## src/rtl/hex_dump_pkg.sv

```systemverilog
// Shared definitions for the hex dump writer: FSM state encoding and the
// ASCII constants used to build "xx\n" lines.
package hex_dump_pkg;

  typedef enum logic [2:0] {
    ST_IDLE  = 3'd0,
    ST_FETCH = 3'd1,
    ST_WAIT  = 3'd2,
    ST_HI    = 3'd3,
    ST_LO    = 3'd4,
    ST_NL    = 3'd5,
    ST_FIN   = 3'd6
  } state_t;

  localparam logic [7:0] ASCII_0    = 8'h30;
  localparam logic [7:0] ASCII_A_LC = 8'h61;
  localparam logic [7:0] ASCII_A_UC = 8'h41;
  localparam logic [7:0] ASCII_LF   = 8'h0A;

endpackage

```

## src/rtl/hex_nibble_ascii.sv

```systemverilog
// Combinational 4-bit nibble to ASCII hex digit; UPPER picks 'A'-'F' vs 'a'-'f'.
module hex_nibble_ascii
  import hex_dump_pkg::*;
#(
  parameter bit UPPER = 1'b0
) (
  input  logic [3:0] nibble,
  output logic [7:0] ascii
);

  localparam logic [7:0] ALPHA_BASE = UPPER ? ASCII_A_UC : ASCII_A_LC;

  always_comb begin
    if (nibble < 4'd10) ascii = ASCII_0 + {4'd0, nibble};
    else                ascii = ALPHA_BASE + {4'd0, nibble} - 8'd10;
  end

endmodule

```

## src/rtl/hex_dump_writer.sv

```systemverilog
// Streams a byte-wide RAM out as hex-load-format text, one "xx<EOL>" line per
// byte, reading through a 1-cycle synchronous port onto a valid/ready stream.
module hex_dump_writer
  import hex_dump_pkg::*;
#(
  parameter int         ADDR_W = 12,
  parameter int         DEPTH  = 3001,
  parameter int         UPPER  = 0,
  parameter logic [7:0] EOL    = ASCII_LF
) (
  input  logic              clk,
  input  logic              rst_n,
  input  logic              start,
  input  logic [ADDR_W:0]   num_bytes,
  output logic              busy,
  output logic              done,
  output logic              mem_rd_en,
  output logic [ADDR_W-1:0] mem_addr,
  input  logic [7:0]        mem_rdata,
  output logic [7:0]        tx_data,
  output logic              tx_valid,
  input  logic              tx_ready
);

  localparam logic [ADDR_W:0] DEPTH_L = (ADDR_W+1)'(DEPTH);

  state_t            state, state_nx;
  logic [ADDR_W-1:0] idx;
  logic [ADDR_W:0]   len;
  logic [7:0]        data_q;
  logic [7:0]        hi_char, lo_char;
  logic              last;

  hex_nibble_ascii #(.UPPER(UPPER != 0)) u_hi (.nibble(data_q[7:4]), .ascii(hi_char));
  hex_nibble_ascii #(.UPPER(UPPER != 0)) u_lo (.nibble(data_q[3:0]), .ascii(lo_char));

  assign last     = (({1'b0, idx} + (ADDR_W+1)'(1)) == len);
  assign mem_addr = idx;

  // NOTE: sequential state uses non-blocking assignments so every register
  // samples pre-edge values regardless of process ordering.
  always_ff @(posedge clk or negedge rst_n) begin
    if (!rst_n) state <= ST_IDLE;
    else        state <= state_nx;
  end

  // NOTE: every output gets a default before the case so no path leaves a
  // signal unassigned, which would otherwise infer a latch.
  always_comb begin
    state_nx  = state;
    busy      = 1'b0;
    done      = 1'b0;
    mem_rd_en = 1'b0;
    tx_valid  = 1'b0;
    tx_data   = 8'h00;
    unique case (state)
      ST_IDLE: begin
        if (start) begin
          busy     = (num_bytes != '0);
          state_nx = (num_bytes == '0) ? ST_FIN : ST_FETCH;
        end
      end
      ST_FETCH: begin
        busy      = 1'b1;
        mem_rd_en = 1'b1;
        state_nx  = ST_WAIT;
      end
      ST_WAIT: begin
        busy     = 1'b1;
        state_nx = ST_HI;
      end
      ST_HI: begin
        busy     = 1'b1;
        tx_valid = 1'b1;
        tx_data  = hi_char;
        if (tx_ready) state_nx = ST_LO;
      end
      ST_LO: begin
        busy     = 1'b1;
        tx_valid = 1'b1;
        tx_data  = lo_char;
        if (tx_ready) state_nx = ST_NL;
      end
      ST_NL: begin
        busy     = 1'b1;
        tx_valid = 1'b1;
        tx_data  = EOL;
        if (tx_ready) state_nx = last ? ST_FIN : ST_FETCH;
      end
      ST_FIN: begin
        done     = 1'b1;
        state_nx = ST_IDLE;
      end
      default: state_nx = ST_IDLE;
    endcase
  end

  // Index holds at len-1 on the final line so the address never runs past it.
  always_ff @(posedge clk or negedge rst_n) begin
    if (!rst_n) begin
      idx    <= '0;
      len    <= '0;
      data_q <= 8'h00;
    end else begin
      unique case (state)
        ST_IDLE: begin
          if (start) begin
            len <= (num_bytes > DEPTH_L) ? DEPTH_L : num_bytes;
            idx <= '0;
          end
        end
        ST_WAIT: data_q <= mem_rdata;
        ST_NL:   if (tx_ready && !last) idx <= idx + ADDR_W'(1);
        ST_FIN:  idx <= '0;
        default: ;
      endcase
    end
  end

endmodule
```

## config.mk

```make
export PLATFORM = sky130hd
export DESIGN_NAME = hex_dump_writer
export DESIGN_NICKNAME = d
export VERILOG_FILES = /design/src/rtl/hex_dump_pkg.sv /design/src/rtl/hex_nibble_ascii.sv /design/src/rtl/hex_dump_writer.sv
export SDC_FILE = /design/constraint.sdc
export NUM_CORES = 1
export LEC_CHECK = 0
export ABC_CLOCK_PERIOD_IN_PS = 3100
export CAP_MARGIN = 10
export CORE_MARGIN = 3
export CORE_UTILIZATION = 52
export DETAILED_ROUTE_END_ITERATION = 8
export PLACE_DENSITY = 0.79
export RECOVER_POWER = 100
export SYNTH_ARGS = -nofsm -noshare
export SYNTH_HDL_FRONTEND = slang
export SYNTH_SLANG_ARGS = --single-unit
```

## constraint.sdc

```tcl
create_clock -name clk -period 3.1 [get_ports clk]
set_input_delay 0.465 -clock clk [delete_from_list [all_inputs] [get_ports clk]]
set_output_delay 0.465 -clock clk [all_outputs]
set_load 0.02 [all_outputs]
```

Word-level counts from Yosys, hierarchy flattened:

Index checks and enable logic that the tools add are counted.

* add/subtract/negate cells: 8
* magnitude comparators: 3
* equality and inequality tests: 12
* multiplexer cells: 19
* reductions and logical operators: 11

Operators with widths (count)
* $pmux 12 s3: 1
* $mux 12: 2
* $pmux 8 s3: 1
* $mux 3: 6
* $pmux 3 s6: 1
* $add 7x4->8 const A: 2
* $mux 8: 2
* $sub 8x4->8 const B: 2
* $add 6x4->7 const A: 2
* $add 12x1->13 const B: 1
* $eq 13x13->1: 1
* $gt 13x12->1 const B: 1
* $logic_not 13->1: 1
* $mux 13: 1
* $reduce_bool 13->1: 1
* $add 12x1->12 const B: 1
* $ne 2x2->1 const B: 5
* $eq 3x3->1 const B: 3
* $lt 4x4->1 const B: 2
* $eq 3x2->1 const B: 2
* $reduce_or 5->1: 1
* $mux 1: 4
* $reduce_and 4->1: 1
* $eq 3x1->1 const B: 1
* other kinds (8): 8

* flip-flop bits (word level): 36
* input bits: 25
* output and inout port bits: 24
* word-level logic and storage cells: 57

Logic depth before layout (Yosys ltp):

Gate-level depths: netlist of the first run.

* depth in word-level cells: 6
* gate-level depth with buffers: 11
* depth with buffers taken out: 9

Modules after synthesis:

A second synthesis of the first run with hierarchy kept.

* cell total of the unflattened synthesis: 308
* area total of the unflattened synthesis: 2645.0 um^2

By module, submodules not included
* hex_dump_writer: instances 1, cells an instance 274, area an instance 2399.8 um^2, seq. area each 900.9 um^2
* hex_nibble_ascii: instances 2, cells an instance 17, area an instance 122.6 um^2, seq. area each 0.0 um^2

Worst setup path after synthesis of the first run:

OpenSTA, ideal clock, no wires.

* path type: reg2reg
* from: reg idx[0] (netlist: mem_addr[0])
* to: reg idx[2] (netlist: mem_addr[2])
* setup time: 0.124 ns
* arrival: 2.678 ns
* required time: 2.976 ns
* slack: 0.298 ns
* stages on the path, launching flop included: 11
* path buffers: 1
* clock period less this slack: 2.802 ns
* cell sequence: dfrtp_1 > ha_1 > nand2_1 > or2_4 > a2111oi_4 > o2111ai_1 > a2111o_1 > nor2_4 > buf_6 > nor4_2 > a211o_1

* word-level cells in the longest chain between the ends: 6
* elaborated cells between the ends (all ways): 9
* classes of those cells: add/sub: 2; eq/ne: 2; mux: 2; reduce/logical: 3

RTL lines
* start, declared: RTL line hex_dump_writer.sv:28 `logic [ADDR_W-1:0] idx;`
* start signal, assigned: RTL line hex_dump_writer.sv:113 `ST_NL: if (tx_ready && !last) idx <= idx + ADDR_W'(1);`
* $add 12x1->13: RTL line hex_dump_writer.sv:37 `assign last = (({1'b0, idx} + (ADDR_W+1)'(1)) == len);`
* $eq 13x13->1: RTL line hex_dump_writer.sv:37
* $logic_not 1->1: RTL line hex_dump_writer.sv:113
* $logic_and 1x1->1: RTL line hex_dump_writer.sv:113
* $ne 2x2->1 (no source line)
* $reduce_and 3->1 (no source line)

Several ways; a longest one is shown, not always the timed one. The select of a mux whose other input is x is not followed.
A chain may end at the register's enable or synchronous reset.

Worst setup path in the final report of the first run:

* from: reg idx[1] (netlist: mem_addr[1])
* to: reg idx[8] (netlist: mem_addr[8])

The elaborated chain is that of the path after synthesis.

==> out/metrics.cfg, run 1 <==
[setup_path]
cp-end-kind = register
crit_required_ps = 3340
crit_path_start = mem_addr[1]
ff2ff_path_depth = 10
path_cells = ha_2, nand2_1, or2_4, nor2_1, xnor2_1, a2111o_1, nor2_4, buf_4, or4_2, nand3_1
worst_path_largest_cell_delay_ps = 630
worstReg2RegStart = mem_addr[1]
r2r_slack_ps = 230
setup.worst_path.class = register to register
cp.arrival_ps = 3100
critPathBufInv = 1
cp-start-kind = register
cp_slowest_cell = or4_2
r2r-end = mem_addr[8]
crit_family = simple AND/OR/NAND/NOR gates
cp_max_fo = 9

[min_path]
hold_class = register to register
holdCritStartpoint = len[10]
hold-path-cell-count = 2
hold_path_end = len[10]

[route]
num_vias = 2407
drt-initial-drc-count = 236
dr.pass1.iters = 5
viasPerCell = 6.19
drcViolationCount = 0
wl_mm = 6.17
ant_nets = 0
wl_per_cell_microns = 15.9

[die]
die_area_sq_mm = 0.00557
num_rows = 24
die_h_microns = 74.7
start_util_pct = 55.2
core_area_sq_mm = 0.00444
ios = 49
die_w_microns = 74.7

[global_route]
grt_pass1_wl_mm = 10.3
antenna_found_initial = 0
overflow = 0
track_usage_pct = 24.0
grt_max_degree = 37
grt_pass1_vias = 2146

[place]
dpl_cell_area_sq_mm = 0.00300
gp_congestion = 0.939
port_buffers = 47
dp_hpwl_mm = 4.63

[timing]
fin_worst_skew_ps = 3.16
setup_tns_ps = 0
layout_min_cycle_time_ps = 2870
setup_viol_count_final = 0
slew_headroom_pct = -32.1
post-route-period-util_pct = 92.4
slew_violations = 37
max_freq_mhz = 349
timing.hold.ws_ps = 488
rsz0062_at_grt = no
finalHoldViolCount = 0
worst_pin_slew_ps = 1980

[synth]
synthDistinctLibCells = 60
ys_top_cells_by_count = 36 x dfrtp_1, 32 x nand2_1, 20 x o21ai_0
ys_warn_count = 0
synthesis.area_sq_mm = 0.00245
synthCells = 286
synth-edff-count = 0
synth.area.top_cells = dfrtp_1 37%, nand2_1 4.9%, xnor2_1 4.3%
synth_largest_area_cell = dfrtp_1
synth_ff_type = dfrtp_1
synth_area_per_cell_sq_um = 8.57
synth_top_area_share_pct = 36.8
yosysMostFrequentCell = dfrtp_1
synth_nets = 314
yosysSeqAreaShare_pct = 36.8
async_reset_ff_share_pct = 100
synth_seq_cells = 36

[final_layout]
syn_to_final_growth_pct = 25.4
drive_gt1_share_pct = 9.79
n_fill_cell = 372
fin_nets = 364
fin_area_sq_mm = 0.00307
diodes = 0

[cts]
cts_resized = 0
postCtsHoldBufs = 0
clk_latency_ps = 290
post-cts-setup-buffers = 0
clock-sinks = 36
ctsRootBufferMaster = clkbuf_8
cts-buffers-inserted = 5
cts_tree = built
clock_path_buffers = 2
htreeDepth = 2
clk_pin_slew_worst_paths_ps = 70

[outcome]
status = finished, violations left
violations = max-capacitance violations, max-slew violations

[flow_run]
maxCapViolCount = 1

[pwr]
ir_drop_mv = 0.481
power_density_mw_per_mm2 = 826
power.leakage_nw = 1.24

==> report_power, final <==
part	total, W	internal (W)	switching [W]
logic	0.00133	0.000593	0.000736
clock network	0.000356	0.000177	0.000178
registers	0.000854	0.000634	0.000220
==> how the worst max path moves through the flow <==
stage          depth (start not counted)          end  slack [ps]
2_1_floorplan                         10  mem_addr[2]         300
3_3_place_gp                           9  mem_addr[1]         270
3_5_place_dp                           9  mem_addr[1]         170
4_1_cts                                9  mem_addr[1]         140
5_1_grt                               10  mem_addr[8]          80
6_report                              10  mem_addr[8]         230
==> flip-flops by register name, indices dropped and copies added (netlist names) <==
name and cells:
data_q 8, len 13, mem_addr 12, state 3
==> tightest hold or removal path: stages (launching register included) <==
cell	delay, ps
dfrtp_1	360
nand2_1	60
nand2_1	50
==> layout by cell type (no fill, tap or decap), types with 2 or more instances in the layout <==
master | synthesis | routed
o2bb2ai_1 | 5 | 5
a31oi_1 | 3 | 3
o21ai_0 | 20 | 20
buf_4 | 3 | 9
clkbuf_8 | 0 | 6
dfrtp_1 | 36 | 36
nor2b_1 | 5 | 5
and2_1 | 4 | 2
nand2b_1 | 2 | 2
and4_1 | 2 | 2
clkbuf_1 | 11 | 3
ha_1 | 3 | 2
xor2_1 | 5 | 5
xnor2_1 | 12 | 12
o22ai_1 | 10 | 10
and2_0 | 0 | 2
a32o_1 | 2 | 2
o211ai_1 | 6 | 6
mux2i_1 | 2 | 2
nor2_1 | 17 | 17
clkinv_2 | 0 | 2
nor3b_1 | 2 | 2
a211oi_1 | 2 | 2
nor3_1 | 10 | 10
mux2_2 | 2 | 2
nand4_1 | 2 | 2
clkdlybuf4s50_1 | 0 | 23
o22a_1 | 8 | 8
a21oi_1 | 14 | 14
nand3_1 | 12 | 12
dlygate4sd3_1 | 0 | 24
inv_1 | 17 | 17
nand2_1 | 32 | 32
o2111ai_1 | 3 | 3
nor4_1 | 2 | 3
or4_2 | 3 | 3
==> cells by family after synthesis <==
family | after synthesis | synth area share [%]
other | 1 | 0.153
XOR/XNOR | 17 | 6.07
AND/OR/NAND/NOR | 104 | 22.2
AO/OA/AOI/OAI | 88 | 25.7
adder cells (fa/ha/maj) | 3 | 1.53
multiplexers | 4 | 1.74
buffers and inverters | 33 | 5.87
flip-flops | 36 | 36.8
==> stage by stage <==
| step | worst slack, ps | utilization (%) | power (W) | instances |
|---|---|---|---|---|
| floorplan | 298 | - | 0.00173 | 286 |
| global placement | 266 | 67.4 | 0.00219 | 381 |
| detailed placement | 170 | 67.4 | 0.00223 | 381 |
| CTS | 143 | 69.5 | 0.00259 | 389 |
| global route | 81.3 | 69.2 | 0.00272 | 389 |
| finish | 235 | 69.2 | 0.00254 | 389 |
==> layer usage <==
layer  track usage, %  vias to the layer above  routed length, microns
li1                 -                     1151                       -
met1             34.1                     1149                    2800
met2             36.9                      100                    2890
met3             4.94                        7                     408
met4             7.71                        0                      68
met5                0                        -                       0
==> layout make-up <==
class	count	area, sq um	share of cell area (%)
Clock buffer	6	82.6	2.69
Clock inverter	2	10.0	0.326
Inverter	17	63.8	2.08
Multi-Input combinational cell	217	1400	45.6
Sequential cell	36	901	29.3
Tap cell	52	65.1	2.12
Timing Repair Buffer	59	549	17.9
No activity file was read; power rests on OpenSTA's default activity.
==> inputs of run 2 (changes only) <==
- PLACE_DENSITY: 0.79 -> 0.8
==> run 2 against run 1 <==
  * The flow still finishes with violations (max-capacitance violations, max-slew violations)
  * Maximum frequency is 0.20% higher
  * Setup slack gained 5.7 ps
  * Final cell count grew 1.0%
  * Flip-flop and latch count unchanged
  * Sequential power decreased by 0.6%
  * Wire length grew 1.9%
  * Global-route usage shrank 0.21 points
  * Register-to-register slack hardly changed
  * Non-clock buffer count up 4
  * Clock power up 15%
  * Critical path depth down 1
  * Clock skew is 2.2 ps higher
  * Critical path type unchanged
  * Largest cell class unchanged
==> out/metrics.cfg, run 2 (synthesis results as in run 1) <==
[place]
dp_hpwl_mm = 4.72  ; +1.8%
place_ws_ps = 257  ; +87.3 ps
dpl_cell_area_sq_mm = 0.00303  ; +1.0%
placedCellCount = 385  ; +1.0%
port_buffers = 47  ; unchanged
gp_congestion = 0.915  ; -2.5%

[outcome]
violations = max-capacitance violations, max-slew violations
status = finished, violations left

[final_layout]
fin_area_sq_mm = 0.00312  ; +1.4%
drive_gt1_share_pct = 10.3  ; +0.47 points
regMostFlops = len
fin_nets = 368  ; +1.1%
finalNonFillerCells = 393  ; +1.0%
layout.cells.most_common_list = 36 x dfrtp_1, 32 x nand2_1, 24 x dlygate4sd3_1, 23 x clkdlybuf4s50_1, 20 x o21ai_0
seq_area_sq_um = 901  ; unchanged
multi_input_area_sq_mm = 0.00140  ; -0.18%
post-route-util_pct = 70.1  ; +0.96 points
diodes = 0  ; unchanged
n_fill_cell = 343  ; -7.8%
final_common_cell = dfrtp_1
largest_reg_flops = 13  ; unchanged
syn_to_final_growth_pct = 27.2

[global_route]
grt_max_degree = 37  ; unchanged
grt_pass1_vias = 2185  ; +1.8%
antenna_found_initial = 0  ; unchanged
grt_pass1_wl_mm = 10.2  ; -0.40%
track_usage_pct = 23.8  ; -0.21 points
overflow = 0  ; unchanged

[timing]
worst_pin_slew_ps = 1910  ; -73.0 ps
layout_setup_ws_ps = 240  ; +5.67 ps
setup_tns_ps = 0  ; unchanged
setup_viol_count_final = 0  ; unchanged
post-route-period-util_pct = 92.3  ; -0.18 points
fin_worst_skew_ps = 5.40  ; +2.25 ps
layout_min_cycle_time_ps = 2860  ; -5.67 ps
rsz0062_at_grt = no
slew_headroom_pct = -27.2  ; +4.9 points
finalHoldViolCount = 0  ; unchanged
slew_violations = 37  ; unchanged
max_freq_mhz = 350  ; +0.20%

[flow_run]
maxCapViolCount = 1  ; unchanged

[die]
start_util_pct = 55.2  ; unchanged
ios = 49  ; unchanged
die_h_microns = 74.7  ; unchanged
die_w_microns = 74.7  ; unchanged
num_rows = 24  ; unchanged
core_area_sq_mm = 0.00444  ; unchanged
die_area_sq_mm = 0.00557  ; unchanged

[pwr]
power_frac_seq_pct = 33.0  ; -0.6 points
power.share.clock_pct = 15.9  ; +1.9 points
comb_power_share_pct = 51.2  ; -1.1 points
power.leakage_nw = 1.27  ; +2.2%
p_switching_w = 0.00111  ; -1.7%
p_int_w = 0.00146  ; +4.1%
ir_drop_mv = 0.539  ; +12%
power_density_mw_per_mm2 = 827  ; +0.12%
switching_share_pct = 43.2  ; -1.4 points

[setup_path]
cp-end-kind = register
crit_family = compound AO/OA/AOI/OAI gates
path_cells = ha_1, nand2_1, or2_4, a2111oi_4, o2111ai_1, a2111o_1, nor2_4, nor2_1, a221o_1
critPathBufInv = 0  ; -1
cp_max_fo = 9  ; unchanged
r2r_slack_ps = 240  ; about the same
cp_slowest_cell = a2111o_1
cp.arrival_ps = 3040  ; -60 ps
worst_path_largest_cell_delay_ps = 520  ; -110 ps
crit_required_ps = 3280  ; -60 ps
setup.worst_path.class = register to register
cp-start-kind = register

[cts]
clk_latency_ps = 290  ; about the same
cts_resized = 0  ; unchanged
clock_path_buffers = 2  ; unchanged
clock-sinks = 36  ; unchanged
htreeDepth = 2  ; unchanged
cts_tree = built
post-cts-setup-buffers = 0  ; unchanged
ctsRootBufferMaster = clkbuf_8
cts-buffers-inserted = 5  ; unchanged
clk_pin_slew_worst_paths_ps = 70  ; about the same
postCtsHoldBufs = 0  ; unchanged

[route]
dr.pass1.iters = 5  ; unchanged
num_vias = 2395  ; -0.50%
viasPerCell = 6.09  ; -1.5%
ant_nets = 0  ; unchanged
drt-initial-drc-count = 334  ; +42%
drcViolationCount = 0  ; unchanged
wl_mm = 6.29  ; +1.9%
wl_per_cell_microns = 16.0  ; +0.91%

[min_path]
hold_class = register to register

==> run 2: final cells by class <==
cell class              count  area share, %
clock buffers               6           2.33
clock inverters             2           1.12
inverters                  17           2.05
multi-input cells         217           44.9
flip-flops and latches     36           28.9
well taps                  52           2.09
repair buffers             63           18.6
==> run 2: power by group through the flow <==
stage                     registers (W)  clock network (W)  logic [W]
after floorplan                0.000794                  0   0.000939
after global placement         0.000841                  0    0.00134
after detailed placement       0.000850                  0    0.00136
after CTS                      0.000846           0.000412    0.00137
after global routing           0.000876           0.000438    0.00144
final                          0.000849           0.000409    0.00132
==> run 2: path summary, 6_finish.rpt <==
| check | end | depth (start not counted) | start |
|---|---|---|---|
| worst max register to register | mem_addr[1] | 9 | mem_addr[1] |
| max in group asynchronous | data_q[4] | 2 | rst_n |
| min in group asynchronous | mem_addr[8] | 2 | rst_n |
| worst max-delay path | mem_addr[1] | 9 | mem_addr[1] |
| worst min-delay path | len[10] | 2 | len[10] |
| worst min register to register | len[10] | 2 | len[10] |
==> run 2: layer usage <==
layer  global-route usage, %  part of all wire (%)  up-vias
met5                       0                     0        -
li1                        -                     -     1158
met2                    38.3                    49       76
met1                    33.1                    46     1151
met4                    6.13                   1.0        0
met3                    4.54                   4.8       10
==> run 2: stage by stage <==
stage	hold slack, ps	total power (W)
finish	495	0.00258
global route	502	0.00275
CTS	496	0.00263
detailed placement	480	0.00221
global placement	475	0.00218
floorplan	169	0.00173
==> run 2: worst min-delay path, stage by stage (launching register included) <==
cell	delay [ps]
dfrtp_1	360
nand2_1	60
nand2_1	50
==> inputs of run 3 (changes only) <==
- ABC_CLOCK_PERIOD_IN_PS: 3100 -> 3050
- CORE_MARGIN: 3 -> 1.5
- CORE_UTILIZATION: 52 -> 63
- DONT_BUFFER_PORTS: default -> 1
- PLACE_DENSITY: 0.8 -> 0.79
- clock period: 3.1 -> 3.05 ns (I/O delays scaled with it)
==> run 3 against run 2 <==
  * Die area fell by 23%
  * Sequential power barely moved
  * Setup slack got worse by 20 ps
  * Sequential share of layout area rose by 5.2 points
  * Clock power rose by 3%
  * Hold slack got worse by 220 ps
  * Global-route usage rose by 5.3 points
  * Maximum frequency rose by 1.0%
  * Core utilization rose by 1.5 points
  * The run still ends with max-capacitance violations, max-slew violations left
  * Final cell count fell by 12%
  * Clock skew rose by 3.5 ps
  * Combinational power fell by 12%
  * Highest routed layer unchanged
==> out/metrics.cfg, run 3 (synthesis results as in run 1) <==
[min_path]
hold-path-cell-count = 1  ; -1
hold_path_end = state[0]
hold_class = input pin to register
holdCritStartpoint = tx_ready

[final_layout]
regMostFlops = len
multi_input_area_sq_mm = 0.00140  ; unchanged
n_fill_cell = 303  ; -12%
seq_area_sq_um = 901  ; unchanged
largest_reg_flops = 13  ; unchanged
post-route-util_pct = 71.7  ; +1.5 points
fin_area_sq_mm = 0.00264  ; -15%
layout.cells.most_common_list = 36 x dfrtp_1, 32 x nand2_1, 20 x o21ai_0, 17 x inv_1, 17 x nor2_1
fin_nets = 323  ; -12%
diodes = 0  ; unchanged
drive_gt1_share_pct = 10.8  ; +0.55 points
final_common_cell = dfrtp_1
syn_to_final_growth_pct = 7.86

[setup_path]
worst_path_largest_cell_delay_ps = 510  ; about the same
cp.arrival_ps = 3000  ; -40 ps
cp-start-kind = register
cp_slowest_cell = a2111o_1
crit_family = compound AO/OA/AOI/OAI gates
critPathBufInv = 0  ; unchanged
crit_required_ps = 3220  ; -60 ps
worstReg2RegStart = mem_addr[1]
r2r-end = mem_addr[1]
setup.worst_path.class = register to register
path_cells = ha_1, nand2_1, or2_4, a2111oi_4, o2111ai_1, a2111o_1, nor2_4, nor2_1, a221o_1
cp_max_fo = 14  ; +5
ff2ff_path_depth = 9  ; unchanged
cp-end-kind = register
r2r_slack_ps = 220  ; -20 ps

[cts]
htreeDepth = 2  ; unchanged
clk_pin_slew_worst_paths_ps = 70  ; about the same
cts_resized = 0  ; unchanged
clk_latency_ps = 290  ; about the same
cts_tree = built
cts-buffers-inserted = 5  ; unchanged
ctsRootBufferMaster = clkbuf_8
clock-sinks = 36  ; unchanged
clock_path_buffers = 2  ; unchanged

[global_route]
antenna_found_initial = 0  ; unchanged
grt_max_degree = 37  ; unchanged
overflow = 0  ; unchanged
grt_pass1_vias = 2035  ; -6.9%
track_usage_pct = 29.1  ; +5.3 points
grt_pass1_wl_mm = 9.49  ; -7.1%

[route]
dr.pass1.iters = 5  ; unchanged
drt-initial-drc-count = 191  ; -43%
num_vias = 2208  ; -7.8%
drcViolationCount = 0  ; unchanged
ant_nets = 0  ; unchanged
viasPerCell = 6.42  ; +5.3%
wl_per_cell_microns = 16.7  ; +4.0%
wl_mm = 5.73  ; -8.9%

[timing]
slew_headroom_pct = -23.6  ; +3.6 points
fin_worst_skew_ps = 8.94  ; +3.54 ps
setup_tns_ps = 0  ; unchanged
slew_violations = 37  ; unchanged
post-route-period-util_pct = 92.8  ; +0.54 points
worst_pin_slew_ps = 1850  ; -53.7 ps
max_freq_mhz = 353  ; +1.0%
timing.hold.ws_ps = 278  ; -216 ps
layout_min_cycle_time_ps = 2830  ; -29.6 ps
rsz0062_at_grt = no
finalHoldViolCount = 0  ; unchanged
setup_viol_count_final = 0  ; unchanged

[die]
start_util_pct = 66.5  ; +11 points
num_rows = 22  ; -8.3%
die_area_sq_mm = 0.00427  ; -23%
die_w_microns = 65.4  ; -12%
ios = 49  ; unchanged
core_area_sq_mm = 0.00369  ; -17%
die_h_microns = 65.4  ; -12%

[outcome]
status = finished, violations left
violations = max-capacitance violations, max-slew violations

[pwr]
totalPowerFinal_w = 0.00243  ; -5.6%
ir_drop_mv = 0.579  ; +7.4%
power_density_mw_per_mm2 = 920  ; +11%
power.leakage_nw = 1.01  ; -20%

[place]
dpl_cell_area_sq_mm = 0.00255  ; -16%
dp_hpwl_mm = 4.32  ; -8.4%
gp_congestion = 0.897  ; -1.9%
port_buffers = 0  ; -100%

[flow_run]
maxCapViolCount = 1  ; unchanged

run 3: repair_timing:
action / CTS / global route
endpoints found under the setup margin: 0 / 0
hold buffers: 2 / 0
buffers inserted: 0 / 0
hold endpoints to repair: 36 / 0
run 3: cell type report:
| class | instances | area share, % |
|---|---|---|
| Timing Repair Buffer | 18 | 4.07 |
| Clock inverter | 3 | 1.61 |
| Tap cell | 48 | 2.27 |
| Multi-Input combinational cell | 217 | 53.0 |
| Sequential cell | 36 | 34.1 |
| Inverter | 17 | 2.41 |
| Clock buffer | 5 | 2.60 |
run 3: worst max-delay path by stage:
stage,from,end,cells after the start
global route,len[9],mem_addr[1],8
finish,mem_addr[1],mem_addr[1],9
floorplan,mem_addr[0],mem_addr[2],10
CTS,mem_addr[1],mem_addr[1],9
detailed placement,mem_addr[6],mem_addr[1],8
global placement,len[9],mem_addr[1],8
run 3: power by group:
part           switching (W)  internal [W]
Sequential          0.000205      0.000645
Combinational       0.000718      0.000444
Clock               0.000179      0.000242
run 3: stage by stage:
| stage | instances | setup slack, ps |
|---|---|---|
| final | 344 | 220 |
| after global routing | 344 | 73.2 |
| after CTS | 344 | 248 |
| after detailed placement | 334 | 301 |
| after global placement | 334 | 340 |
| after floorplan | 286 | 248 |
run 3: routing by layer:
metal	vias up	wire [microns]	track usage, %
met5	-	0	0
met1	1035	2690	42.6
li1	1074	-	-
met4	0	57	9.11
met2	91	2610	44.4
met3	8	374	4.45
